## config.mk

```make
export PLATFORM = sky130hd
export DESIGN_NAME = n_bit_fifo
export DESIGN_NICKNAME = d
export VERILOG_FILES = /design/src/rtl/soda_pkg.sv /design/src/rtl/fifo_mem.sv /design/src/rtl/n_bit_fifo.sv
export SDC_FILE = /design/constraint.sdc
export NUM_CORES = 1
export LEC_CHECK = 0
export BUFFER_PORTS_ARGS = -buffer_cell sky130_fd_sc_hd__buf_4
export CAP_MARGIN = 20
export CORE_MARGIN = 2
export CORE_UTILIZATION = 46
export CTS_CLUSTER_DIAMETER = 50
export DETAILED_ROUTE_END_ITERATION = 8
export PLACE_DENSITY = 0.69
export SLEW_MARGIN = 10
export SYNTH_ARGS = -nofsm -noshare
export SYNTH_HDL_FRONTEND = slang
export SYNTH_HIERARCHICAL = 1
export SYNTH_SLANG_ARGS = --single-unit
```

## constraint.sdc

```tcl
create_clock -name clk -period 5.61 [get_ports clk]
set_clock_uncertainty 0.05 [all_clocks]
set_input_delay 0.561 -clock clk [delete_from_list [all_inputs] [get_ports clk]]
set_output_delay 0.561 -clock clk [all_outputs]
set_load 0.05 [all_outputs]
```

## src/rtl/soda_pkg.sv

```systemverilog
// Shared soda-machine package: sizing helper and default FIFO geometry.
package soda_pkg;

    localparam int unsigned FIFO_DEF_WIDTH = 8;
    localparam int unsigned FIFO_DEF_DEPTH = 4;

    // Ceiling log2; returns 0 for an argument of 0 or 1.
    function automatic int unsigned clog2(input int unsigned value);
        int unsigned v;
        int unsigned r;
        v = (value > 0) ? value - 1 : 0;
        r = 0;
        while (v > 0) begin
            r = r + 1;
            v = v >> 1;
        end
        return r;
    endfunction

endpackage

```

## src/rtl/fifo_mem.sv

```systemverilog
// FIFO storage: DEPTH x WIDTH array with synchronous write and registered read port.
module fifo_mem
    import soda_pkg::*;
#(
    parameter int unsigned WIDTH = FIFO_DEF_WIDTH,
    parameter int unsigned DEPTH = FIFO_DEF_DEPTH,
    localparam int unsigned AW   = clog2(DEPTH)
) (
    input  logic             clk,
    input  logic             nrst,
    input  logic             clr,
    input  logic             we,
    input  logic [AW-1:0]    waddr,
    input  logic [WIDTH-1:0] wdata,
    input  logic             re,
    input  logic [AW-1:0]    raddr,
    output logic [WIDTH-1:0] rd_data
);

    logic [WIDTH-1:0] mem [DEPTH];

    // Storage array write; contents deliberately left unreset.
    always_ff @(posedge clk) begin
        if (we) begin
            mem[waddr] <= wdata;
        end
    end

    // Registered read port; holds its value until the next accepted read.
    always_ff @(posedge clk or negedge nrst) begin
        if (!nrst) begin
            rd_data <= '0;
        end else if (clr) begin
            rd_data <= '0;
        end else if (re) begin
            rd_data <= mem[raddr];
        end
    end

endmodule

```

## src/rtl/n_bit_fifo.sv

```systemverilog
// Synchronous FIFO between the coin/vend input decoder and the vend controller.
module n_bit_fifo
    import soda_pkg::*;
#(
    parameter int unsigned WIDTH    = FIFO_DEF_WIDTH,
    parameter int unsigned DEPTH    = FIFO_DEF_DEPTH,
    parameter int unsigned AF_LEVEL = 3,
    localparam int unsigned CW      = clog2(DEPTH + 1)
) (
    input  logic             clk,
    input  logic             nrst,
    input  logic             clr,
    input  logic             push,
    input  logic [WIDTH-1:0] wr_data,
    input  logic             pop,
    output logic [WIDTH-1:0] rd_data,
    output logic             rd_valid,
    output logic             full,
    output logic             empty,
    output logic             almost_full,
    output logic [CW-1:0]    count,
    output logic             overflow,
    output logic             underflow
);

    localparam int unsigned AW = clog2(DEPTH);

    logic [AW-1:0] wr_ptr;
    logic [AW-1:0] rd_ptr;
    logic          push_ok;
    logic          pop_ok;

    // Pointer advance with explicit wrap so non-power-of-two depths work.
    function automatic logic [AW-1:0] ptr_inc(input logic [AW-1:0] p);
        return (p == AW'(DEPTH - 1)) ? '0 : p + AW'(1);
    endfunction

    // Status flags decoded straight from the registered occupancy.
    assign empty       = (count == '0);
    assign full        = (count == CW'(DEPTH));
    assign almost_full = (count >= CW'(AF_LEVEL));

    // Accept logic: a full FIFO takes a push only when a pop frees a slot the same edge.
    always_comb begin
        pop_ok  = 1'b0;
        push_ok = 1'b0;
        pop_ok  = pop && !empty;
        push_ok = push && (!full || pop_ok);
    end

    // Pointers, occupancy, read-valid pulse and sticky error flags.
    always_ff @(posedge clk or negedge nrst) begin
        if (!nrst) begin
            wr_ptr    <= '0;
            rd_ptr    <= '0;
            count     <= '0;
            rd_valid  <= 1'b0;
            overflow  <= 1'b0;
            underflow <= 1'b0;
        end else if (clr) begin
            wr_ptr    <= '0;
            rd_ptr    <= '0;
            count     <= '0;
            rd_valid  <= 1'b0;
            overflow  <= 1'b0;
            underflow <= 1'b0;
        end else begin
            if (push_ok) begin
                wr_ptr <= ptr_inc(wr_ptr);
            end
            if (pop_ok) begin
                rd_ptr <= ptr_inc(rd_ptr);
            end
            case ({push_ok, pop_ok})
                2'b10:   count <= count + CW'(1);
                2'b01:   count <= count - CW'(1);
                default: count <= count;
            endcase
            rd_valid <= pop_ok;
            if (push && !push_ok) begin
                overflow <= 1'b1;
            end
            if (pop && !pop_ok) begin
                underflow <= 1'b1;
            end
        end
    end

    fifo_mem #(
        .WIDTH (WIDTH),
        .DEPTH (DEPTH)
    ) u_mem (
        .clk     (clk),
        .nrst    (nrst),
        .clr     (clr),
        .we      (push_ok && !clr),
        .waddr   (wr_ptr),
        .wdata   (wr_data),
        .re      (pop_ok && !clr),
        .raddr   (rd_ptr),
        .rd_data (rd_data)
    );

endmodule
```

==> results.py, run 1 <==
metrics = {
    "cells_and_area": {
        "nFillCells": 403,
        "drive_above_1_share": 0.296,
        "ff_latch_area_um2": 1410,
        "n_antenna_cell": 0,
        "final_util": 0.542,
        "multi_input_area_um2": 721,
        "syn2layout_area_growth_pct": 15.0,
        "finalNetCount": 194,
    },
    "sta": {
        "rsz0062_at_grt": "no",
        "finalSetupViolations": 0,
        "finalMaxSlewViolations": 0,
        "slew-limit-headroom": 0.386,
        "fin_crit_sh": 0.419,
        "hold_violations": 0,
        "hold-worst-slack_ns": 0.0700,
        "setup_tns_ns": 0,
        "max_freq_ghz": 0.425,
        "worst_pin_slew_ns": 0.922,
        "min_period_ns": 2.35,
    },
    "worst_setup_path": {
        "crit_path_max_fanout": 12,
        "endpoint_kind": "flop",
        "rrSetupSlack_ns": 3.26,
        "worstSetupPathType": "reg -> reg",
        "cp.arrival_ns": 2.31,
        "r2r_start": "count[0]",
        "worstPathRequired_ns": 5.57,
        "startpoint": "count[0]",
        "cp-endpoint": "u_mem/mem[0][0]",
        "startpoint_type": "flop",
        "reg2regPathDepth": 5,
        "r2r_end": "u_mem/mem[0][0]",
    },
    "place": {
        "gp_congestion": 0.712,
        "numPortBuffers": 29,
        "hpwl_um": 2600,
    },
    "global_routing": {
        "grt_pass1_wl_um": 6310,
        "track_usage": 0.162,
        "grt_pass1_vias": 1304,
        "antenna_found_initial": 0,
        "overflow": 0,
        "grt_max_degree": 24,
    },
    "die": {
        "io_pins": 30,
        "start_util": 0.471,
        "core_um2": 4690,
        "die_height_um": 73.3,
        "dieArea_um2": 5370,
        "die_x_um": 73.3,
        "rows": 25,
    },
    "drt": {
        "vias_per_cell": 5.56,
        "ant_nets": 0,
        "wl_met3_um": 191,
        "vias": 1296,
        "drc_errors": 0,
        "drtPass1Iterations": 4,
        "totalWireLength_um": 3790,
        "wl_met1_um": 1540,
        "top_layer_used": "met4",
        "drt-initial-drc-count": 94,
        "wl_per_cell_um": 16.3,
        "wl_met2_um": 2000,
    },
    "hold_path": {
        "hold_class": "in -> async",
    },
    "clocking": {
        "cts_sinks": 50,
        "post_cts_buffers": 0,
        "cts_buffers": 5,
        "cts_resized": 0,
        "cts_tree": "done",
        "cts_max_level": 2,
        "root_buffer": "clkbuf_8",
        "clk_path_buf_depth": 2,
        "cts.clk_slew.worst_paths_ns": 0.09,
        "holdBufCountCts": 0,
        "clk_latency_ns": 0.30,
    },
    "logic_synthesis": {
        "ys_seq_area_frac": 0.639,
        "synth_area_per_cell_um2": 14.6,
        "ys_types": 40,
        "syn_area_um2": 2210,
        "yosysWarnings": 6,
        "synth_seq_cells": 50,
        "syn_nets": 167,
        "netlist_instances": 151,
    },
    "power_and_ir_drop": {
        "p_per_area_nw_per_um2": 311,
        "static-leakage-power_uw": 0.00101,
        "vdd_drop_max_v": 0.000172,
        "design_power_total_uw": 790,
    },
    "flow_run": {
        "drv_cap": 0,
    },
    "outcome": {
        "status": "complete, no violations",
    },
}
## synth_stat cells (all sizes together)
cell	n	area (um2)
a211o	1	8.76
a31oi	2	12.5
o31ai	1	12.5
nor2	8	30.0
nor4b	1	8.76
and3	2	12.5
o21bai	1	7.51
nor2b	4	25.0
dfrtp	18	450
o21ai	1	16.3
nand2	3	11.3
nand3b	1	7.51
fa	1	20.0
buf	8	62.6
and3b	1	8.76
a21oi	3	15.0
o22ai	1	6.26
nand2b	4	25.0
a211oi	2	15.0
or2	1	6.26
edfxtp	32	961
inv	2	7.51
a311oi	1	8.76
or3b	11	98.9
mux2i	19	190
nor3	2	10.0
o221ai	8	76.3
clkbuf	2	7.51
or3	1	6.26
nor3b	1	7.51
o21ba	2	20.0
mux2	1	11.3
nand3	2	10.0
ha	2	25.0
a21o	1	7.51
## cell type report
class / instances / area share
Clock buffer: 6 / 0.0286
Clock inverter: 2 / 0.0153
Multi-Input combinational cell: 89 / 0.284
Timing Repair Buffer: 30 / 0.0876
Sequential cell: 50 / 0.555
Inverter: 2 / 0.00295
Tap cell: 54 / 0.0266
## how the worst min path moves through the flow
stage / start / to / cells past startpoint / slack, ns
finish: nrst / count[1] / 1 / 0.07
global route: nrst / u_mem/rd_data[1] / 1 / 0.07
CTS: nrst / count[1] / 1 / 0.07
floorplan: nrst / count[0] / 0 / 0.22
detailed placement: nrst / count[1] / 1 / 0.40
global placement: nrst / count[1] / 1 / 0.40
## sequential cells by signal (all words and copies together) (netlist names)
name and count:
rd_ptr 2, count 3, u_mem/mem 32, underflow 1, wr_ptr 2, rd_valid 1, u_mem/rd_data 8, overflow 1
## routing by layer
metal,global-route usage,vias to the layer above
met5,0,-
met4,0.0667,0
met3,0.0453,5
met2,0.282,25
met1,0.189,639
li1,-,627
## worst max-delay path: stages (launching register included)
cell	delay [ns]
dfrtp_1	0.59
or3b_4	0.24
o21ai_4	0.06
nor2_1	0.17
nor3b_1	0.66
buf_2	0.29
## report_power, final
part | internal, uW | switching (uW)
clock network | 134 | 113
logic | 46.5 | 69.2
registers | 408 | 19.1
## cell families (layout without fill, tap and decap cells)
logic type / count (synthesis) / after routing / share of synthesized area
and+or+nand+nor: 42 / 42 / 0.121
adders and majority gates: 3 / 3 / 0.0204
DFF: 50 / 50 / 0.639
buffers and inverters: 12 / 40 / 0.0351
muxes: 20 / 20 / 0.0912
AOI/OAI and AO/OA: 24 / 24 / 0.0934
## stage by stage
step / area, um2 / std cells / setup slack, ns
floorplan: 2210 / 151 / 3.00
global placement: 2420 / 224 / 3.12
detailed placement: 2430 / 225 / 3.22
CTS: 2540 / 233 / 3.21
global route: 2540 / 233 / 2.99
finish: 2540 / 233 / 3.26
## placed cells by master, fill, tap and decap left out, drive strengths merged
cell type and n:
a211o 1, a311oi 1, buf 30, edfxtp 32, o31ai 1, o21ai 1
nand3b 1, o221ai 8, or3 1, or3b 11, mux2i 19, nor2b 4
or2 1, bufinv 1, nor3b 1, clkinv 1, o22ai 1, ha 2
and3b 1, a21oi 3, fa 1, nor3 2, nor2 8, nor4b 1
mux2 1, clkbuf 6, o21ba 2, o21bai 1, nand2 3, nand3 2
a21o 1, dfrtp 18, and3 2, inv 2, nand2b 4, a211oi 2
a31oi 2
No activity file was read; power rests on OpenSTA's default activity.
==> run 2: changes to the inputs <==
- PLACE_DENSITY: 0.69 -> 0.72
- clock period: 5.61 -> 2.1 ns (I/O delays scaled with it)
==> results.py, run 2 (synthesis gave the netlist of run 1 again) <==
metrics = {
    "clocking": {
        "cts.clk_slew.worst_paths_ns": 0.10,
        "clk_path_buf_depth": 2,
        "cts_sinks": 50,
        "clk_latency_ns": 0.30,
        "cts_buffers": 5,
        "cts_max_level": 2,
        "cts_tree": "done",
        "root_buffer": "clkbuf_8",
    },
    "sta": {
        "fin_crit_sh": 0.945,
        "rsz0062_at_grt": "no",
        "finalMaxSlewViolations": 0,
        "worst_pin_slew_ns": 0.473,
        "hold_violations": 0,
        "finalSetupViolations": 0,
        "max_freq_ghz": 0.504,
        "min_period_ns": 1.98,
        "slew-limit-headroom": 0.685,
        "setup_tns_ns": 0,
    },
    "drt": {
        "wl_per_cell_um": 16.6,
        "vias": 1334,
        "totalWireLength_um": 4060,
        "vias_per_cell": 5.44,
        "drc_errors": 0,
        "ant_nets": 0,
        "drt-initial-drc-count": 60,
        "drtPass1Iterations": 4,
    },
    "global_routing": {
        "antenna_found_initial": 0,
        "grt_max_degree": 19,
        "grt_pass1_vias": 1372,
        "grt_pass1_wl_um": 6580,
        "track_usage": 0.168,
        "overflow": 0,
    },
    "power_and_ir_drop": {
        "design_power_total_uw": 2080,
        "p_per_area_nw_per_um2": 779,
        "static-leakage-power_uw": 0.00106,
        "switching_share": 0.283,
        "combPwrFrac": 0.179,
        "p_clk_frac": 0.281,
        "vdd_drop_max_v": 0.000490,
        "internal-power_uw": 1490,
        "power_frac_seq": 0.540,
        "switching_power_uw": 587,
    },
    "hold_path": {
        "hold_path_depth": 1,
        "hold_class": "in -> reg",
    },
    "die": {
        "die_x_um": 73.3,
        "dieArea_um2": 5370,
        "rows": 25,
        "die_height_um": 73.3,
        "core_um2": 4690,
        "io_pins": 30,
        "start_util": 0.471,
    },
    "worst_setup_path": {
        "endpoint_kind": "flop",
        "reg2regPathDepth": 5,
        "rrSetupSlack_ns": 0.12,
        "worstSetupPathType": "reg -> reg",
        "crit_path_max_fanout": 8,
        "worstPathRequired_ns": 2.26,
        "cp.arrival_ns": 2.15,
        "startpoint_type": "flop",
    },
    "cells_and_area": {
        "finalNetCount": 206,
        "largest_reg_flops": 32,
        "syn2layout_area_growth_pct": 20.6,
        "n_antenna_cell": 0,
        "drive_above_1_share": 0.387,
        "final_cell_mix": "buf_4 (41), edfxtp_1 (32), mux2i_1 (19)",
        "final_common_cell": "buf_4",
        "max_flop_register": "u_mem/mem",
        "final_util": 0.568,
        "reg_top3": "u_mem/mem: 32 flops, u_mem/rd_data: 8 flops, count: 3 flops",
    },
    "outcome": {
        "status": "complete, no violations",
    },
    "flow_run": {
        "drv_cap": 0,
    },
    "place": {
        "numPortBuffers": 29,
        "hpwl_um": 2860,
        "gp_congestion": 0.868,
    },
}
-- run 2: power groups by stage --
stage	Clock, uW	Sequential [uW]	Combinational [uW]
5_1_grt	651	1130	400
6_report	584	1120	371
4_1_cts	600	1120	370
3_5_place_dp	0	1140	365
3_3_place_gp	0	1140	355
2_1_floorplan	0	1190	203
-- run 2: through the flow --
| stage | worst slack (ns) | instance area [um2] | hold WS (ns) | cells |
|---|---|---|---|---|
| detailed placement | 0.0124 | 2540 | 0.0529 | 235 |
| finish | 0.116 | 2660 | 0.0501 | 245 |
| global placement | 0.159 | 2540 | 0.0422 | 235 |
| global route | 0.0389 | 2660 | 0.0331 | 245 |
| CTS | 0.0724 | 2660 | 0.0429 | 244 |
| floorplan | -0.0664 | 2250 | -0.136 | 151 |
-- run 2: area by class of cell --
cell class	instances	area (um2)
repair buffers	42	318
fillers	387	2030
well taps	54	67.6
clock buffers	5	68.8
flip-flops and latches	50	1420
clock inverters	3	28.8
inverters	2	7.51
multi-input cells	89	758
-- run 2: final timing paths --
path,startpoint,end
max in group asynchronous,nrst,count[2]
min,wr_data[3],u_mem/mem[3][3]
max reg2reg,count[0],u_mem/rd_data[7]
max,count[0],u_mem/rd_data[7]
min in group asynchronous,nrst,count[1]
min reg2reg,underflow,underflow
-- run 2: routing by layer --
metal  GRT usage  vias to the layer above  wire length (um)
met5           0                        -                 0
met1       0.201                      648              1710
met3      0.0494                        7               183
met4      0.0505                        0                44
li1            -                      654                 -
met2       0.294                       25              2120
-- run 2: critical path, cell delays in order (launching register included) --
cell and delay [ns]:
dfrtp_2 0.45, o31ai_4 0.09, buf_4 0.16, nor2_1 0.36
or3b_1 0.56, o221ai_1 0.22
-- run 2: timing repair --
item | in CTS | in global routing
hold buffers | 1 | 0
hold endpoints to repair | 18 | 0
gates resized for setup | 1 | 0
cloned | 0 | 0
setup buffers | 0 | 1
pin swaps | 0 | 1
setup endpoints to repair | 1 | 1
==> run 3: changes to the inputs <==
- PLACE_DENSITY: 0.72 -> 0.69
==> results.py, run 3 (synthesis gave the netlist of run 1 again) <==
metrics = {
    "outcome": {
        "status": "complete, no violations",
    },
    "sta": {
        "finalSetupViolations": 0,
        "hold-worst-slack_ns": 0.0554,
        "slew-limit-headroom": 0.584,
        "min_period_ns": 1.99,
        "worst_pin_slew_ns": 0.624,
        "setup_tns_ns": 0,
        "rsz0062_at_grt": "no",
        "fin_crit_sh": 0.946,
        "max_freq_ghz": 0.503,
        "finalMaxSlewViolations": 0,
        "hold_violations": 0,
    },
    "drt": {
        "drtPass1Iterations": 4,
        "totalWireLength_um": 4090,
        "ant_nets": 0,
        "wl_per_cell_um": 16.9,
        "drt-initial-drc-count": 64,
        "drc_errors": 0,
        "vias_per_cell": 5.57,
        "vias": 1347,
    },
    "worst_setup_path": {
        "worstPathRequired_ns": 2.25,
        "cp.arrival_ns": 2.14,
        "endpoint_kind": "flop",
        "worstSetupPathType": "reg -> reg",
        "crit_path_max_fanout": 4,
        "startpoint": "count[2]",
        "slowest_delay_ns": 0.54,
        "startpoint_type": "flop",
        "r2r_start": "count[2]",
        "crit_path_top_delay_cell": "fa_2",
        "path_cells": "buf_4 > o31ai_4 > nor2_2 > fa_2 > nor2b_1 > o21bai_1 > nor4b_1",
    },
    "power_and_ir_drop": {
        "static-leakage-power_uw": 0.00103,
        "vdd_drop_max_v": 0.000404,
        "p_per_area_nw_per_um2": 772,
        "design_power_total_uw": 2040,
    },
    "global_routing": {
        "grt_max_degree": 24,
        "overflow": 0,
        "antenna_found_initial": 0,
        "track_usage": 0.170,
        "grt_pass1_wl_um": 6740,
        "grt_pass1_vias": 1415,
    },
    "clocking": {
        "clk_path_buf_depth": 2,
        "cts_max_level": 2,
        "root_buffer": "clkbuf_8",
        "cts.clk_slew.worst_paths_ns": 0.09,
        "cts_sinks": 50,
        "cts_buffers": 5,
        "cts_tree": "done",
        "clk_latency_ns": 0.30,
    },
    "flow_run": {
        "drv_cap": 0,
    },
    "cells_and_area": {
        "drive_above_1_share": 0.378,
        "largest_reg_flops": 32,
        "reg_top3": "u_mem/mem: 32 flops, u_mem/rd_data: 8 flops, count: 3 flops",
        "max_flop_register": "u_mem/mem",
        "syn2layout_area_growth_pct": 19.3,
        "n_antenna_cell": 0,
        "finalNetCount": 203,
        "final_cell_mix": "buf_4 (38), edfxtp_1 (32), mux2i_1 (19)",
        "fin_cells": 242,
        "final_util": 0.562,
        "final_common_cell": "buf_4",
    },
    "die": {
        "die_x_um": 73.3,
        "core_um2": 4690,
        "io_pins": 30,
        "rows": 25,
        "dieArea_um2": 5370,
        "start_util": 0.471,
        "die_height_um": 73.3,
    },
    "hold_path": {
        "min-delay-start": "wr_data[0]",
        "hold_class": "in -> reg",
    },
    "place": {
        "hpwl_um": 2800,
        "gp_congestion": 0.790,
        "placed_cells": 231,
        "numPortBuffers": 29,
    },
}
## run 3: layout make-up
cell class	instances	area, um2
Clock buffer	6	72.6
Timing Repair Buffer	39	295
Clock inverter	2	15.0
Multi-Input combinational cell	89	763
Tap cell	54	67.6
Inverter	2	7.51
Fill cell	402	2060
Sequential cell	50	1420
## run 3: what timing repair did
item                                   CTS  global route
hold buffers                             1             0
gates resized for setup                  0             3
endpoints found under the hold margin   18             0
setup endpoints to repair                0            12
buffers inserted                         0             2
## run 3: power by group
group | switching, uW | leakage (uW) | total [uW] | internal [uW]
clock | 308 | 0.0000374 | 543 | 235
combinational | 214 | 0.000462 | 361 | 147
sequential | 38.8 | 0.000531 | 1130 | 1090
total | 561 | 0.00103 | 2040 | 1470
## run 3: final timing paths
check | to | slack, ns | cells past startpoint
max in group asynchronous | count[1] | 1.51 | 2
min | u_mem/mem[0][0] | 0.06 | 1
max | count[1] | 0.11 | 7
min in group asynchronous | count[0] | 0.26 | 2
min reg2reg | underflow | 0.46 | 2
max reg2reg | count[1] | 0.11 | 7
## run 3: metrics by stage
step	setup WS, ns	cell area (um2)
3_3_place_gp	0.125	2510
4_1_cts	0.0562	2610
3_5_place_dp	0.0918	2510
6_report	0.113	2640
5_1_grt	0.0367	2640
2_1_floorplan	-0.0664	2250
## run 3: worst max-delay path, delay by kind of cell, from the launching register on
| family | cells | cell delay, ns |
|---|---|---|
| and+or+nand+nor | 3 | 0.36 |
| buffers and inverters | 1 | 0.15 |
| AOI/OAI and AO/OA | 2 | 0.36 |
| adders and majority gates | 1 | 0.54 |
| DFF | 1 | 0.42 |
## run 3: layer usage
layer / wire [um] / track usage / up-vias
met4: 90 / 0.0646 / 0
met5: 0 / 0 / -
li1: - / - / 647
met3: 138 / 0.0398 / 7
met2: 2140 / 0.296 / 28
met1: 1720 / 0.205 / 665
